`config.mk`:
```
export PLATFORM = sky130hd
export DESIGN_NAME = alu_arbiter
export DESIGN_NICKNAME = d
export VERILOG_FILES = /design/src/rtl/alu_arbiter.sv
export SDC_FILE = /design/constraint.sdc
export NUM_CORES = 1
export LEC_CHECK = 0
export ABC_AREA = 1
export BUFFER_PORTS_ARGS = -buffer_cell sky130_fd_sc_hd__buf_4
export CORE_AREA = 4 4 104 106
export CTS_BUF_LIST = sky130_fd_sc_hd__clkbuf_8
export DETAILED_ROUTE_END_ITERATION = 12
export DIE_AREA = 0 0 108 110
export HOLD_SLACK_MARGIN = 0.12
export SLEW_MARGIN = 20
export SYNTH_ARGS = -nofsm -noshare
export SYNTH_HDL_FRONTEND = slang
export SYNTH_SLANG_ARGS = --single-unit
```
`constraint.sdc`:
```
create_clock -name clock -period 2.3 [get_ports clock]
set_input_delay 0 -clock clock [delete_from_list [all_inputs] [get_ports clock]]
set_output_delay 0 -clock clock [all_outputs]
set_load 0.02 [all_outputs]
```
`src/rtl/alu_arbiter.sv`:
```
// Two-requester arbiter in front of the shared combinational ALU, with a one-entry tagged response buffer.
// Define ALU_ARB_RR_EN for round-robin arbitration; otherwise requester 0 has fixed priority.
module alu_arbiter #(
    parameter int DATA_WIDTH = 32,
    parameter int OP_WIDTH   = 4
) (
    input  logic                  clock,
    input  logic                  reset,
    input  logic                  r0_valid,
    output logic                  r0_ready,
    input  logic [DATA_WIDTH-1:0] r0_a,
    input  logic [DATA_WIDTH-1:0] r0_b,
    input  logic [OP_WIDTH-1:0]   r0_op,
    input  logic                  r1_valid,
    output logic                  r1_ready,
    input  logic [DATA_WIDTH-1:0] r1_a,
    input  logic [DATA_WIDTH-1:0] r1_b,
    input  logic [OP_WIDTH-1:0]   r1_op,
    output logic [DATA_WIDTH-1:0] alu_a,
    output logic [DATA_WIDTH-1:0] alu_b,
    output logic [OP_WIDTH-1:0]   alu_op,
    input  logic [DATA_WIDTH-1:0] alu_out,
    output logic                  rsp_valid,
    output logic                  rsp_id,
    output logic [DATA_WIDTH-1:0] rsp_data,
    input  logic                  rsp_ready
);

    localparam logic [0:0] EMPTY = 1'b0;
    localparam logic [0:0] FULL  = 1'b1;

    logic [0:0] state;
    logic       last_grant;
    logic       can_accept;
    logic       winner;
    logic       grant;

    // Readies are held low while reset is high, so no grant can race the buffer clear.
    assign can_accept = !reset && ((state == EMPTY) || rsp_ready);

`ifdef ALU_ARB_RR_EN
    always_comb begin
        winner = 1'b0;
        if (r0_valid && r1_valid) winner = ~last_grant;
        else if (r1_valid)        winner = 1'b1;
    end
`else
    logic unused_last_grant;
    assign unused_last_grant = last_grant;

    always_comb begin
        winner = 1'b0;
        if (!r0_valid && r1_valid) winner = 1'b1;
    end
`endif

    assign grant    = can_accept && (r0_valid || r1_valid);
    assign r0_ready = grant && !winner;
    assign r1_ready = grant && winner;

    always_comb begin
        alu_a  = '0;
        alu_b  = '0;
        alu_op = '0;
        if (r0_ready) begin
            alu_a  = r0_a;
            alu_b  = r0_b;
            alu_op = r0_op;
        end else if (r1_ready) begin
            alu_a  = r1_a;
            alu_b  = r1_b;
            alu_op = r1_op;
        end
    end

    always_ff @(posedge clock) begin
        if (reset) begin
            state      <= EMPTY;
            rsp_id     <= 1'b0;
            rsp_data   <= '0;
            last_grant <= 1'b1;
        end else if (grant) begin
            state      <= FULL;
            rsp_id     <= winner;
            rsp_data   <= alu_out;
            last_grant <= winner;
        end else if ((state == FULL) && rsp_ready) begin
            state <= EMPTY;
        end
    end

    assign rsp_valid = (state == FULL);

endmodule

```
==> results.yml, run 1 <==
yosys:
  synth_warnings: 0
  synth.distinct_cells: 15
  synth_area_leader_cell: "nand3_1"
  synth_area_sq_um: 2370
  syn_area_per_cell_sq_um: 6.01
  synth_fp_nets: 568
  ys_ff_latch: 34
  synth.area.top_cells: "nand3_1 (36%), dfxtp_1 (29%), nand2_1 (22%)"
  synth_top_area_share_pct: 35.8
  synth_seq_area_share_pct: 28.7
  syn-instance-count: 395
grt:
  gr-total-overflow: 0
  grt_pass1_wl_mm: 17.5
  grt_pass1_vias: 3612
  gr-usage-all-layers_pct: 18.2
  antenna_found_initial: 0
  grt_start_max_net_pins: 93
hold_path:
  hold_class: "primary input to flop"
  min_from: "r0_valid"
  min_path_cells: 6
  whs_endpoint: "rsp_id"
clock_network:
  cts_root_buffer: "clkbuf_8"
  clock-sinks: 34
  cts_buffer_depth: 2
  cts_max_level: 2
  clock_latency_ns: 0.28
  path_clk_slew_ns: 0.06
  cts_tree: "done"
  cts_buffers: 5
critical_path:
  critPathLaunchType: "primary input"
  r2r_cells: 6
  rr_endpoint: "rsp_data[27]"
  cp_data_arrival_time_ns: 1.77
  reg2reg_from: "rsp_valid"
  path_max_fanout: 92
  endpoint_kind: "primary output"
  crit_required_ns: 2.30
  r2r_setup_slack_ns: 1.03
  critPathKind: "primary input to primary output"
pwr:
  ir_drop_mv: 0.207
  powerDensity_nw_per_um2: 418
  power_uw: 2040
  cellLeakagePower_uw: 0.00279
finish:
  synthToLayoutAreaGrowth_pct: 106
  num-fill-cells: 983
  layout_common_cells: "buf_4 (280), nand3_1 (170), nand2_1 (138)"
  layout-drive-gt1-share_pct: 43.3
  fin_nets: 854
  final_common_cell: "buf_4"
  multiInputGateArea_sq_um: 1410
  regArea_sq_um: 681
  final_util_pct: 49.9
  antenna_cells: 0
sta:
  rsz0062_at_grt: "no"
  layout_min_cycle_time_ns: 1.77
  fin_crit_sh_pct: 76.9
  worst_pin_slew_ns: 0.718
  finalSetupTns_ns: 0
  hold_viol: 0
  clock_skew_ns: 0.00327
  setup_viol: 0
  fin_ws_ns: 0.532
  holdWs_ns: 0.194
  fmax_mhz: 566
  slew_headroom_pct: 52.1
  drv_slew: 0
outcome:
  status: "finished clean"
placed_design:
  dp.final_hpwl_mm: 8.89
  numPortBuffers: 276
  place.gp.congestion: 0.775
  place_ws_ns: 0.898
route:
  detail_route.iter0.violations: 253
  ant_nets: 0
  vias: 3708
  drc: 0
  viasPerCell: 4.55
  dr.pass1.iters: 5
  routedWlPerCell_um: 14.5
  finalWirelength_mm: 11.8
die:
  coreArea_sq_um: 9770
  die_height_um: 110
  ios: 277
  die-area_sq_um: 11900
  rows: 36
  die_x_um: 108
  initial_core_util_pct: 24.3
flow_run:
  maxCapViolations: 0
## cell type report
type	count	area share (%)
clock buffers	6	1.69
clock inverters	2	0.179
inverters	9	0.692
multi-input cells	314	28.8
flip-flops and latches	34	13.9
well taps	133	3.41
repair buffers	317	51.3
## power by group
group	switching (uW)	internal, uW	total (uW)
sequential	26.7	642	668
combinational	469	462	931
clock	205	237	442
## metal layers
| metal | track usage (%) | part of all wire, % |
|---|---|---|
| met1 | 21.6 | 37 |
| met2 | 33.3 | 52 |
| met3 | 3.96 | 9.3 |
| met4 | 4.78 | 1.7 |
| met5 | 0 | 0 |
## cells by family after synthesis
group           count (synthesis)  synth area share (%)
buf+inv                        47                  12.1
compound gates                  1                 0.211
simple gates                  313                  59.0
flops                          34                  28.7
## synthesized netlist by cell type (all sizes together)
| master | instances |
|---|---|
| clkbuf | 10 |
| inv | 9 |
| a21oi | 1 |
| nor2 | 4 |
| dfxtp | 34 |
| buf | 28 |
| nand2 | 139 |
| nand3 | 170 |
## how the worst max path moves through the flow
stage / startpoint / endpoint / slack (ns) / cells past startpoint
3_3_place_gp: rsp_valid / alu_a[4] / 0.94 / 7
2_1_floorplan: rsp_valid / alu_a[25] / 1.06 / 7
3_5_place_dp: rsp_valid / alu_b[28] / 0.90 / 7
6_report: reset / alu_b[28] / 0.53 / 9
5_1_grt: reset / alu_b[10] / 0.41 / 9
4_1_cts: reset / alu_b[28] / 0.56 / 9
## critical path: stages
cell	delay (ns)
dlygate4sd3_1	0.57
buf_4	0.16
inv_2	0.05
nand2_1	0.07
nor2_4	0.15
buf_12	0.30
nand3_1	0.12
nand2_1	0.12
buf_4	0.14
## registers in the layout, summed over array words and instances, names as in the netlist
signal	count
rsp_data	32
rsp_id	1
rsp_valid	1
## through the flow
| step | std cells | cell area [sq um] |
|---|---|---|
| 3_3_place_gp | 773 | 4450 |
| 4_1_cts | 815 | 4880 |
| 3_5_place_dp | 773 | 4450 |
| 5_1_grt | 815 | 4880 |
| 6_report | 815 | 4880 |
| 2_1_floorplan | 395 | 2370 |
## repair_timing
item                      4_1_cts  5_1_grt
hold endpoints to repair       33        0
hold buffers                   34        0
gates resized for setup         0        0
buffers inserted                0        0
Note: power is estimated with default switching activity, not from simulation.
==> inputs of run 2 (changes only) <==
--- a/config.mk
+++ b/config.mk
@@ -7,10 +7,10 @@
 export LEC_CHECK = 0
 export ABC_AREA = 1
 export BUFFER_PORTS_ARGS = -buffer_cell sky130_fd_sc_hd__buf_4
-export CORE_AREA = 4 4 104 106
+export CORE_AREA = 4 4 107 109
 export CTS_BUF_LIST = sky130_fd_sc_hd__clkbuf_8
 export DETAILED_ROUTE_END_ITERATION = 12
-export DIE_AREA = 0 0 108 110
+export DIE_AREA = 0 0 111 113
 export HOLD_SLACK_MARGIN = 0.12
 export SLEW_MARGIN = 20
 export SYNTH_ARGS = -nofsm -noshare
==> constraint.sdc (replaced) <==
create_clock -name clock -period 1.85 [get_ports clock]
set_input_delay 0 -clock clock [delete_from_list [all_inputs] [get_ports clock]]
set_output_delay 0 -clock clock [all_outputs]
set_load 0.02 [all_outputs]
==> run 2 against run 1 <==
  * Sequential power grew 25%
  * Setup slack lost 0.44 ns
  * Die area is 5.6% higher
  * Power increased by 31%
  * Hold slack got worse by 0.018 ns
  * Global-route usage decreased by 1.1 points
  * Combinational power rose by 24%
==> results.yml, run 2 (synthesized netlist as in run 1, its figures left out) <==
sta:
  slew_headroom_pct: 67.1
  fin_ws_ns: 0.0906
  drv_slew: 0
  clock_skew_ns: 0.00576
  worst_pin_slew_ns: 0.494
  finalSetupTns_ns: 0
  setup_viol: 0
  fmax_mhz: 568
  layout_min_cycle_time_ns: 1.76
  fin_crit_sh_pct: 95.1
  rsz0062_at_grt: "yes"
  hold_viol: 0
grt:
  grt_pass1_wl_mm: 18.1
  antenna_found_initial: 0
  grt_start_max_net_pins: 94
  gr-usage-all-layers_pct: 17.2
  grt_pass1_vias: 3714
  gr-total-overflow: 0
critical_path:
  crit_slowest_cell: "buf_12"
  cp_data_arrival_time_ns: 1.76
  path_max_fanout: 93
  crit_required_ns: 1.85
  crit_path_max_incr_delay_ns: 0.34
  worst-path-buf-inv: 2
  path_cells: "nand2_1 -> nand2_1 -> nor2_4 -> buf_12 -> nand3_1 -> nand2_1 -> buf_4"
  endpoint_kind: "primary output"
  crit_top_cell: "nand2_1"
  critPathKind: "flop to primary output"
  path_delay_family: "simple AND/OR/NAND/NOR gates"
  critPathLaunchType: "flop"
finish:
  layout_common_cells: "buf_4 (282), nand3_1 (170), nand2_1 (138)"
  antenna_cells: 0
  fin_area_sq_um: 4900
  largest_register: "rsp_data"
  synthToLayoutAreaGrowth_pct: 107
  layout-drive-gt1-share_pct: 43.4
  fin_nets: 855
  final_common_cell: "buf_4"
  largest_reg_flops: 32
clock_network:
  cts_max_level: 2
  path_clk_slew_ns: 0.07
  clock-sinks: 34
  cts_buffers: 5
  cts_buffer_depth: 2
  cts_setup_buffers: 0
  cts_root_buffer: "clkbuf_8"
  cts_resized: 0
  clock_latency_ns: 0.28
  cts_tree: "done"
die:
  initial_core_util_pct: 22.4
  die_height_um: 113
  ios: 277
  die_x_um: 111
  coreArea_sq_um: 10600
  rows: 38
  die-area_sq_um: 12500
placed_design:
  numPortBuffers: 276
  place.gp.congestion: 0.762
  place_area_sq_um: 4450
  dp.final_hpwl_mm: 8.73
  place_ws_ns: 0.406
route:
  dr.pass1.iters: 6
  routedWlPerCell_um: 14.2
  viasPerCell: 4.56
  finalWirelength_mm: 11.7
  ant_nets: 0
  detail_route.iter0.violations: 332
  drc: 0
  vias: 3745
pwr:
  cellLeakagePower_uw: 0.00280
  ir_drop_mv: 0.429
  powerDensity_nw_per_um2: 545
flow_run:
  maxCapViolations: 0
hold_path:
  hold_class: "primary input to flop"
outcome:
  status: "finished clean"
==> run 2: cell types whose count changed in the layout (fill, tap and decap cells not counted), sizes merged <==
cell | previous run | this run
clkinv | 1 | 0
bufinv | 0 | 1
inv | 10 | 9
buf | 283 | 284
==> run 2: power by group <==
part | switching [uW] | internal [uW] | leakage, uW
Combinational | 582 | 573 | 0.00246
Sequential | 34.6 | 798 | 0.000282
Clock | 254 | 431 | 0.0000573
==> run 2: cell type report <==
type | instances | area, sq um
Inverter | 9 | 33.8
Clock inverter | 1 | 30.0
Timing Repair Buffer | 318 | 2500
Multi-Input combinational cell | 314 | 1410
Clock buffer | 6 | 82.6
Tap cell | 140 | 175
Sequential cell | 34 | 681
Fill cell | 1051 | 5700
==> run 2: stage by stage <==
step                      cells  util (%)  hold slack (ns)  total power, uW
after global routing        822      46.3            0.273             2800
after detailed placement    781      42.0            0.195             1950
after CTS                   822      46.3            0.179             2690
after global placement      781      42.0            0.186             1940
after floorplan             395         -           0.0691             1370
final                       822      46.3            0.176             2670
==> run 2: worst paths after layout <==
| kind | start | end | slack [ns] | cells after the start |
|---|---|---|---|---|
| max | rsp_valid | alu_a[3] | 0.09 | 7 |
| min | r0_valid | rsp_id | 0.18 | 6 |
| max reg2reg | rsp_valid | rsp_data[8] | 0.53 | 6 |
| min reg2reg | rsp_data[28] | rsp_data[28] | 0.47 | 2 |
==> run 2: tightest hold or removal path, cell delays in order <==
cell     delay [ns]
buf_4          0.09
nor2_2         0.05
nor2_1         0.08
nand3_1        0.09
nand2_1        0.07
nor2_1         0.03
==> run 2: what timing repair did <==
| action | in CTS | in global routing |
|---|---|---|
| setup endpoints to repair | 0 | 8 |
| hold endpoints to repair | 34 | 0 |
| hold buffers | 34 | 0 |
==> run 2: per-layer routing <==
metal | global-route usage [%] | part of all wire, %
met1 | 20.3 | 41
met4 | 3.94 | 1.5
met5 | 0 | 0
met3 | 3.96 | 7.4
met2 | 31.6 | 50
